File: src/rtl/rpn_stack_ctrl_pkg.sv
// Shared constants and state encoding for the RPN stack controller and its ALU.
package rpn_stack_ctrl_pkg;

   localparam logic [1:0] OP_ADD = 2'd0;
   localparam logic [1:0] OP_SUB = 2'd1;
   localparam logic [1:0] OP_MUL = 2'd2;
   localparam logic [1:0] OP_END = 2'd3;

   localparam logic [1:0] ERR_NONE = 2'd0;
   localparam logic [1:0] ERR_OVF  = 2'd1;
   localparam logic [1:0] ERR_UNF  = 2'd2;

   typedef enum logic [3:0] {
      StIdle,
      StPush,
      StPopB,
      StWaitB,
      StPopA,
      StWaitA,
      StPopR,
      StWaitR,
      StErr
   } state_e;

endpackage

File: src/rtl/rpn_alu.sv
// Combinational A/B/opcode arithmetic; every result wraps modulo 2^WIDTH.
module rpn_alu
   import rpn_stack_ctrl_pkg::*;
#(
   parameter int unsigned WIDTH = 16
) (
   input  logic [WIDTH-1:0] a,
   input  logic [WIDTH-1:0] b,
   input  logic [1:0]       op,
   output logic [WIDTH-1:0] result
);

   always_comb begin
      result = '0;
      case (op)
         OP_ADD:  result = a + b;
         OP_SUB:  result = a - b;
         OP_MUL:  result = a * b;
         default: result = '0;
      endcase
   end

endmodule

File: src/rtl/rpn_stack_ctrl.sv
// Evaluates an RPN token stream on an external LIFO; reports the result or a sticky stack error.
module rpn_stack_ctrl
   import rpn_stack_ctrl_pkg::*;
#(
   parameter int unsigned WIDTH = 16
) (
   input  logic             clk,
   input  logic             rst_n,
   input  logic             tok_valid,
   output logic             tok_ready,
   input  logic             tok_is_op,
   input  logic [WIDTH-1:0] tok_data,
   input  logic             clr,
   output logic             res_valid,
   output logic [WIDTH-1:0] res_data,
   output logic [1:0]       err_code,
   output logic [WIDTH-1:0] lifo_in,
   output logic             lifo_wn,
   output logic             lifo_rn,
   input  logic [WIDTH-1:0] lifo_out,
   input  logic             lifo_full,
   input  logic             lifo_empty
);

   state_e           state_q, state_d;
   logic [1:0]       op_q;
   logic [WIDTH-1:0] b_q;
   logic [WIDTH-1:0] lifo_in_q;
   logic [WIDTH-1:0] res_data_q;
   logic             res_valid_q;
   logic [1:0]       err_q;
   logic [WIDTH-1:0] alu_res;
   logic             accept;

   assign accept = tok_valid && tok_ready;

   rpn_alu #(
      .WIDTH (WIDTH)
   ) u_alu (
      .a      (lifo_out),
      .b      (b_q),
      .op     (op_q),
      .result (alu_res)
   );

   always_ff @(posedge clk or negedge rst_n) begin
      if (!rst_n) begin
         state_q <= StIdle;
      end else begin
         state_q <= state_d;
      end
   end

   always_comb begin
      state_d = state_q;
      unique case (state_q)
         StIdle: begin
            if (accept) begin
               if (!tok_is_op) begin
                  state_d = lifo_full ? StErr : StPush;
               end else if (lifo_empty) begin
                  state_d = StErr;
               end else if (tok_data[1:0] == OP_END) begin
                  state_d = StPopR;
               end else begin
                  state_d = StPopB;
               end
            end
         end
         StPush:  state_d = StIdle;
         StPopB:  state_d = StWaitB;
         StWaitB: state_d = lifo_empty ? StErr : StPopA;
         StPopA:  state_d = StWaitA;
         StWaitA: state_d = StPush;
         StPopR:  state_d = StWaitR;
         StWaitR: state_d = StIdle;
         StErr:   state_d = clr ? StIdle : StErr;
         default: state_d = StIdle;
      endcase
   end

   // tok_ready is gated by rst_n so the source never sees a ready while reset is held.
   always_comb begin
      tok_ready = (state_q == StIdle) && rst_n;
      lifo_wn   = (state_q == StPush);
      lifo_rn   = (state_q == StPopB) || (state_q == StPopA) || (state_q == StPopR);
   end

   always_ff @(posedge clk or negedge rst_n) begin
      if (!rst_n) begin
         op_q        <= OP_ADD;
         b_q         <= '0;
         lifo_in_q   <= '0;
         res_data_q  <= '0;
         res_valid_q <= 1'b0;
         err_q       <= ERR_NONE;
      end else begin
         res_valid_q <= 1'b0;
         if (state_q == StIdle && accept) begin
            op_q <= tok_data[1:0];
            if (!tok_is_op && !lifo_full) begin
               lifo_in_q <= tok_data;
            end
         end
         if (state_q == StWaitB) begin
            b_q <= lifo_out;
         end
         if (state_q == StWaitA) begin
            lifo_in_q <= alu_res;
         end
         if (state_q == StWaitR) begin
            res_data_q  <= lifo_out;
            res_valid_q <= 1'b1;
         end
         // Only an operand token can overflow; every other path into StErr is an underflow.
         if (state_q != StErr && state_d == StErr) begin
            err_q <= (state_q == StIdle && !tok_is_op) ? ERR_OVF : ERR_UNF;
         end else if (state_q == StErr && clr) begin
            err_q <= ERR_NONE;
         end
      end
   end

   assign lifo_in   = lifo_in_q;
   assign res_data  = res_data_q;
   assign res_valid = res_valid_q;
   assign err_code  = err_q;

endmodule

File: config.mk
export PLATFORM = sky130hd
export DESIGN_NAME = rpn_stack_ctrl
export DESIGN_NICKNAME = d
export VERILOG_FILES = /design/src/rtl/rpn_stack_ctrl_pkg.sv /design/src/rtl/rpn_alu.sv /design/src/rtl/rpn_stack_ctrl.sv
export SDC_FILE = /design/constraint.sdc
export NUM_CORES = 1
export LEC_CHECK = 0
export CAP_MARGIN = 20
export CORE_MARGIN = 10
export CORE_UTILIZATION = 54
export CTS_CLUSTER_SIZE = 10
export DETAILED_ROUTE_END_ITERATION = 7
export GPL_ROUTABILITY_DRIVEN = 0
export GPL_TIMING_DRIVEN = 0
export PLACE_DENSITY_LB_ADDON = 0.1
export SLEW_MARGIN = 10
export SYNTH_ARGS = -nofsm -noshare
export SYNTH_HDL_FRONTEND = slang
export SYNTH_SLANG_ARGS = --single-unit
File: constraint.sdc
create_clock -name clk -period 11 [get_ports clk]
set_input_delay 3.3 -clock clk [delete_from_list [all_inputs] [get_ports clk]]
set_output_delay 3.3 -clock clk [all_outputs]
set_load 0.005 [all_outputs]
Yosys cells after proc, flatten, opt, wreduce, memory -nomap -nowiden:

Index checks and enable logic that the tools add are counted.

* memories kept: 0
* bits in latches: 0
* word-level logic and storage cells: 56
* bits in writable memories: 0
* bits in registers: 57
* ROM bits: 0

* shift-type cells: 0
* mux-type cells: 16
* div/mod/pow operators: 0
* reduce and logical (&&, ||, !) cells: 17
* multiply operators: 1
* $add $sub $neg: 2
* bitwise operators: 0
* equal/unequal tests: 13
* order comparisons: 0

Operator list (number)
* two-way mux 16 bit: 3
* case mux 16 bit (3 select lines): 1
* case mux 4 bit (7 select lines): 1
* two-way mux 4 bit: 6
* adder 16 bit: 1
* == test 4 x 3 -> 1 bit, second input constant: 4
* multiplier 16 x 16 -> 16 bit: 1
* subtractor 16 bit: 1
* == test 4 x 2 -> 1 bit, second input constant: 2
* == test 4 bit, second input constant: 2
* logical AND 1 bit: 7
* two-way mux 2 bit: 3
* nonzero test 2 bit: 3
* == test 2 bit, second input constant: 2
* == test 4 x 1 -> 1 bit, second input constant: 1
* logical NOT 4 bit: 1
* != test 4 bit, second input constant: 1
* two-way mux 3 bit: 1
* == test 2 x 1 -> 1 bit, second input constant: 1
* logical NOT 1 bit: 2
* logical NOT 2 bit: 1
* logical OR 1 bit: 2
* AND reduction 2 bit: 1
* two-way mux 1 bit: 1

Depth between registers and ports, before layout:

Gate-level depths: netlist of run 1.

* word-level depth: 9
* gate-level depth with buffers: 22
* mapped depth without buffers: 20

Hierarchy:

Synthesis of run 1 repeated with hierarchy kept, for this count alone.

* cell total of the unflattened synthesis: 879
* area total of the unflattened synthesis: 7723.7 um2

By module, submodules not included
* rpn_alu: area each 5098.6 um2, times used 1, cells an instance 636, sequential area each 0.0 um2
* rpn_stack_ctrl: area each 2625.0 um2, times used 1, cells an instance 243, sequential area each 1426.4 um2

Worst setup path before layout of run 1:

Ideal clock, no wire load.

* path kind: in2reg
* start: input lifo_out[7]
* end: register lifo_in_q[15] (netlist: lifo_in[15])
* library setup time: 126 ps
* data required time: 10874 ps
* buffers on the path: 1
* arrival time: 8110 ps
* cell stages on the path: 20
* path slack: 2764 ps
* cell sequence: clkbuf_1 and2_1 fa_1 inv_1 fa_1 fa_1 fa_1 inv_1 fa_1 inv_1 fa_1 inv_1 ha_1 nand2_1 nand2b_1 a21o_1 nor4_1 or3_1 a21oi_1 a221o_1

* longest elaborated chain between the ends: 3
* elaborated cells between the ends (all ways): 5
* those cells by class: add/sub: 2; mul: 1; mux: 2

RTL lines
* start, declared: line rpn_stack_ctrl.sv:20 `input logic [WIDTH-1:0] lifo_out,`
* multiplier 16 x 16 -> 16 bit (tied with other cells): line rpn_alu.sv:18 `OP_MUL: result = a * b;`
* case mux 16 bit (3 select lines) *: line rpn_alu.sv:15 `case (op)`
* two-way mux 16 bit *: line rpn_stack_ctrl.sv:108 `if (state_q == StWaitA) begin`
* end signal, assigned: line rpn_stack_ctrl.sv:102 `lifo_in_q <= tok_data;`
* end signal, assigned: line rpn_stack_ctrl.sv:109 `lifo_in_q <= alu_res;`
* end, declared: line rpn_stack_ctrl.sv:28 `logic [WIDTH-1:0] lifo_in_q;`

Mark *: on every way between the ends. The rest lies on a longest branch, timed or not.
A chain may end at the register's enable or synchronous reset.

Final worst setup path of run 1:

* start: input lifo_out[4]
* end: register lifo_in_q[13] (netlist: lifo_in[13])

The elaborated chain is that of the path after synthesis.

==> flow_metrics.env, run 1 <==
export IMPL_via_per_inst=5.568
export IMPL_yosysUniqueCellTypes=58
export IMPL_min_from="res_data[1]$_DFFE_PN0P_"
export IMPL_clk_latency_ns=0.34
export IMPL_die_height_um=138.2
export IMPL_max_slew_margin=0.5268
export IMPL_antenna_found_initial=0
export IMPL_synth_area_leaders="fa_1 (21%), dfrtp_1 (19%), ha_1 (11%)"
export IMPL_dp_hpwl_um=16010
export IMPL_crit_chain="clkdlybuf4s50_1 > clkbuf_1 > and2_1 > fa_1 > inv_1 > fa_1 > fa_1 > fa_1 > inv_1 > fa_1 > inv_1 > fa_1 > inv_1 > ha_1 > nand2_1 > nand2b_1 > a21o_1 > o21ai_0 > or4b_1 > o21ai_0 > a21o_1"
export IMPL_setup_tns_ns=0
export IMPL_drv_slew=0
export IMPL_yosys_area_top_type="fa_1"
export IMPL_grt_ovfl_total=0
export IMPL_drv_cap=0
export IMPL_diodes=0
export IMPL_drt_iter0_markers=495
export IMPL_rsz0062_at_grt="no"
export IMPL_row_count=43
export IMPL_timing_final_hold_violations=0
export IMPL_boundaryPins=77
export IMPL_tightest_slew_ns=0.7097
export IMPL_crit_path_frequent_cell="fa_1"
export IMPL_port_buffers=76
export IMPL_yosysWarnings=0
export IMPL_final_design_area_no_fill_sq_um=8846
export IMPL_worst_hold_path_type="register to register"
export IMPL_cts_made_buffers=9
export IMPL_cts_buffer_depth=2
export IMPL_cts_sinks=57
export IMPL_wl_um=20610
export IMPL_tritoncts="built"
export IMPL_postSynth_asyncResetShare=1.000
export IMPL_grt_pass1_vias=6453
export IMPL_seq_area_frac_synth=0.1890
export IMPL_ys_ff_latch=57
export IMPL_hold_end="res_data[1]$_DFFE_PN0P_"
export IMPL_root_buffer="clkbuf_16"
export IMPL_dieArea_sq_um=19110
export IMPL_syn_inst=829
export IMPL_cp_startpoint="lifo_out[4]"
export IMPL_regToRegStartpoint="b_q[2]$_DFFE_PN0N_"
export IMPL_r2r_setup_slack_ns=4.67
export IMPL_synth_edff_count=0
export IMPL_syn_area_sq_um=7548
export IMPL_vias=6136
export IMPL_post_route_period_util=0.8575
export IMPL_grt_util_all_layers=0.2136
export IMPL_syn_num_nets=1015
export IMPL_drive_gt1_frac=0.08243
export IMPL_worstReg2RegEnd="lifo_in[13]$_DFFE_PN0P_"
export IMPL_crit_type="input pin to register"
export IMPL_timing_fmax_mhz=106.0
export IMPL_cts_hold_buffers=0
export IMPL_avgSynthCellArea_sq_um=9.106
export IMPL_cp_top_family="adder cells"
export IMPL_route_antenna_remaining_nets=0
export IMPL_synthDominantCellAreaShare=0.2148
export IMPL_ys_flop_type="dfrtp_1"
export IMPL_ctsResizeCount=0
export IMPL_critPathArrivalTime_ns=9.71
export IMPL_design_core_area_sq_um=13770
export IMPL_start_util=0.5481
export IMPL_cts_setup_buffers=0
export IMPL_critPathLaunchType="input pin"
export IMPL_cp_slowest_cell="clkdlybuf4s50_1"
export IMPL_path_clk_slew_ns=0.05
export IMPL_htree_levels=3
export IMPL_syn_to_final_growth_pct=17.19
export IMPL_outcome="finished clean"
export IMPL_critPathCaptureType="register"
export IMPL_nets=1103
export IMPL_cpPeakStageDelay_ns=0.77
export IMPL_cp_required_ns=11.28
export IMPL_place_area_sq_um=8549
export IMPL_fin_crit_ns=9.432
export IMPL_crit_buf_inv=6
export IMPL_holdPathStages=2
export IMPL_finClkSkew_ns=0.006246
export IMPL_path_max_fanout=10
export IMPL_grt_pass1_wl_um=33420
export IMPL_grt_max_degree=31
export IMPL_setup_viol=0
export IMPL_wire_per_inst_um=18.70
export IMPL_rr_worst_depth=20
export IMPL_die_w_um=138.2
export IMPL_first_pass_iters=5
export IMPL_drcViolationCount=0
==> layer usage <==
metal | GRT usage | wire length (um) | up-vias
met3 | 0.05000 | 1445 | 47
met4 | 0.07159 | 674 | 0
met2 | 0.3517 | 9681 | 223
met5 | 0 | 0 | -
met1 | 0.2694 | 8805 | 3023
li1 | - | - | 2843
==> final cells by class <==
cell class                 count  area (sq um)
buffer                        40         192.7
clock buffer                  10         229.0
clock inverter                 6         67.56
fill                        1197          4927
inverter                     122         457.9
multi-input combinational    610          5472
sequential                    57          1426
tap                          180         225.2
timing repair buffer          77         775.7
==> cells in the mapped netlist, drive strengths merged, types with 4 or more instances <==
master and number:
nand3 5, nor3 10, o211ai 4, dfrtp 57
and3 5, a211oi 6, o21a 8, ha 66
xor2 19, and2 65, mux2i 13, nor4 4
nor2b 6, xnor2 41, nand2b 12, fa 81
mux2 32, a21oi 23, inv 122, or3 5
nand2 95, nor2 30, buf 13, o21ai 37
a21o 6, clkbuf 27
==> cell families (layout without fill, tap and decap cells) <==
group | Yosys count | in the layout | share of synthesized area
and+or+nand+nor | 246 | 246 | 0.1664
buffers and inverters | 162 | 255 | 0.08619
adders and majority gates | 147 | 147 | 0.3242
AOI/OAI and AO/OA | 111 | 111 | 0.09365
xor gates and xnor gates | 61 | 61 | 0.07558
DFF | 57 | 57 | 0.1890
muxes | 45 | 45 | 0.06498
==> worst max path at each step <==
| stage | to | slack (ns) | cells past startpoint |
|---|---|---|---|
| after floorplan | lifo_in[15]$_DFFE_PN0P_ | 2.76 | 20 |
| after global placement | tok_ready | 1.15 | 3 |
| after detailed placement | lifo_in[15]$_DFFE_PN0P_ | 1.28 | 19 |
| after CTS | lifo_in[15]$_DFFE_PN0P_ | 1.57 | 19 |
| after global routing | lifo_in[13]$_DFFE_PN0P_ | 1.38 | 21 |
| final | lifo_in[13]$_DFFE_PN0P_ | 1.57 | 21 |
==> state kept, by name (all words and copies together) (netlist names) <==
name / flops
b_q: 16
err_code: 2
lifo_in: 16
op_q: 2
res_data: 16
res_valid: 1
state_q: 4
==> layout by cell type, fill, tap and decap left out, drive strengths merged, types with 8 or more instances in the layout <==
cell,instances
a21oi,23
and2,65
buf,15
clkbuf,37
clkdlybuf4s50,75
dfrtp,57
fa,81
ha,66
inv,123
mux2,32
mux2i,13
nand2,95
nand2b,12
nor2,30
nor3,10
o21a,8
o21ai,37
xnor2,41
xor2,19
==> per-stage QoR <==
| stage | setup WS [ns] | std cells | hold WS [ns] | util |
|---|---|---|---|---|
| 2_1_floorplan | 2.764 | 829 | 0.4733 | - |
| 3_3_place_gp | 1.155 | 1085 | 0.4657 | 0.6196 |
| 3_5_place_dp | 1.283 | 1086 | 0.4787 | 0.6207 |
| 4_1_cts | 1.574 | 1102 | 0.4930 | 0.6423 |
| 5_1_grt | 1.384 | 1102 | 0.5147 | 0.6423 |
| 6_report | 1.568 | 1102 | 0.4893 | 0.6423 |
==> tightest hold or removal path, stage by stage, from the launching register on <==
cell     delay (ns)
dfrtp_1        0.35
nand2_1        0.05
o21ai_0        0.06
Power of run 1 is not shown: default switching activity piles up to over one toggle a cycle in this logic, so the estimate is an artifact.
==> run 2: changes to the inputs <==
--- a/config.mk
+++ b/config.mk
@@ -5,8 +5,6 @@
 export SDC_FILE = /design/constraint.sdc
 export NUM_CORES = 1
 export LEC_CHECK = 0
-export CAP_MARGIN = 20
-export CORE_MARGIN = 10
 export CORE_UTILIZATION = 54
 export CTS_CLUSTER_SIZE = 10
 export DETAILED_ROUTE_END_ITERATION = 7
==> flow_metrics.env, run 2 (synthesized netlist as in run 1, its figures left out) <==
export IMPL_cts_made_buffers=9
export IMPL_grt_ovfl_total=0
export IMPL_boundaryPins=77
export IMPL_cts_sinks=57
export IMPL_vias=6121
export IMPL_outcome="finished clean"
export IMPL_cts_buffer_depth=2
export IMPL_port_buffers=76
export IMPL_via_per_inst=5.580
export IMPL_regToRegStartpoint="b_q[2]$_DFFE_PN0N_"
export IMPL_setup_tns_ns=0
export IMPL_tritoncts="built"
export IMPL_first_pass_iters=5
export IMPL_grt_pass1_vias=6463
export IMPL_crit_type="input pin to register"
export IMPL_cts_hold_buffers=0
export IMPL_critPathCaptureType="register"
export IMPL_antenna_found_initial=0
export IMPL_wl_um=19580
export IMPL_diodes=0
export IMPL_grt_util_all_layers=0.2889
export IMPL_drcViolationCount=0
export IMPL_route_antenna_remaining_nets=0
export IMPL_max_slew_margin=0.5440
export IMPL_dp_hpwl_um=15440
export IMPL_start_util=0.5611
export IMPL_tightest_slew_ns=0.6840
export IMPL_min_from="res_data[0]$_DFFE_PN0P_"
export IMPL_htree_levels=3
export IMPL_critPathLaunchType="input pin"
export IMPL_cts_setup_buffers=0
export IMPL_path_max_fanout=10
export IMPL_nets=1103
export IMPL_ctsResizeCount=0
export IMPL_grt_pass1_wl_um=31850
export IMPL_design_core_area_sq_um=13450
export IMPL_cp_startpoint="lifo_out[7]"
export IMPL_wire_per_inst_um=17.85
export IMPL_cp_required_ns=11.27
export IMPL_worst_hold_path_type="register to register"
export IMPL_die_w_um=120.2
export IMPL_setup_viol=0
export IMPL_die_height_um=120.2
export IMPL_fin_crit_ns=9.317
export IMPL_root_buffer="clkbuf_16"
export IMPL_rsz0062_at_grt="no"
export IMPL_post_route_period_util=0.8470
export IMPL_critPathArrivalTime_ns=9.58
export IMPL_row_count=42
export IMPL_dieArea_sq_um=14460
export IMPL_drv_cap=0
export IMPL_clk_latency_ns=0.33
export IMPL_path_clk_slew_ns=0.05
export IMPL_drv_slew=0
export IMPL_timing_fmax_mhz=107.3
export IMPL_drt_iter0_markers=397
export IMPL_finClkSkew_ns=0.005777
export IMPL_syn_to_final_growth_pct=17.12
export IMPL_r2r_setup_slack_ns=4.70
export IMPL_timing_final_hold_violations=0
export IMPL_grt_max_degree=38
export IMPL_drive_gt1_frac=0.08143
export IMPL_final_common_cell="inv_1"
export IMPL_mostFrequentLayoutCells="inv_1 (122), nand2_1 (92), fa_1 (81), clkdlybuf4s50_1 (75), ha_1 (66)"
run 2: path summary, 6_finish.rpt:
| check | to | cells after the start |
|---|---|---|
| setup / recovery | lifo_in[15]$_DFFE_PN0P_ | 19 |
| hold / removal | res_data[0]$_DFFE_PN0P_ | 2 |
| setup reg to reg | lifo_in[15]$_DFFE_PN0P_ | 20 |
| hold reg to reg | res_data[0]$_DFFE_PN0P_ | 2 |
| max in group asynchronous | b_q[15]$_DFFE_PN0N_ | 2 |
| min in group asynchronous | state_q[0]$_DFF_PN0_ | 1 |
run 2: stage by stage:
stage               utilization  worst slack (ns)  std cells  hold WS (ns)  area, sq um
floorplan                     -             2.764        829        0.4733         7548
global placement         0.6340             1.178       1081        0.4662         8529
detailed placement       0.6351             1.402       1082        0.4755         8544
CTS                      0.6572             1.719       1097        0.4909         8841
global route             0.6572             1.435       1097        0.5218         8841
finish                   0.6572             1.683       1097        0.4885         8841
run 2: critical path, stage by stage:
cell,delay (ns)
clkdlybuf4s50_1,0.56
clkbuf_1,0.53
nand2_1,0.17
fa_1,0.53
fa_1,0.52
inv_1,0.06
fa_1,0.49
fa_1,0.49
inv_1,0.05
fa_1,0.45
fa_1,0.43
xnor2_1,0.20
xnor2_1,0.16
xnor2_1,0.15
xnor2_1,0.15
xnor3_1,0.52
or3_1,0.33
a21oi_1,0.29
a221o_1,0.20
run 2: cell type report:
class | count | area [sq um]
Timing Repair Buffer | 77 | 775.7
Inverter | 122 | 457.9
Multi-Input combinational cell | 610 | 5472
Clock inverter | 3 | 40.04
Sequential cell | 57 | 1426
Tap cell | 176 | 220.2
Fill cell | 1182 | 4612
Clock buffer | 12 | 256.5
Buffer | 40 | 192.7
run 2: routing by layer:
layer  vias to the layer above  global-route usage  wire (um)
met5                         -             0.01838          0
met2                       226              0.4734       9275
met4                         0              0.1304        713
met3                        45             0.05000       1307
li1                       2843                   -          -
met1                      3007              0.3730       8285
Power of run 2 is left out for the same reason.
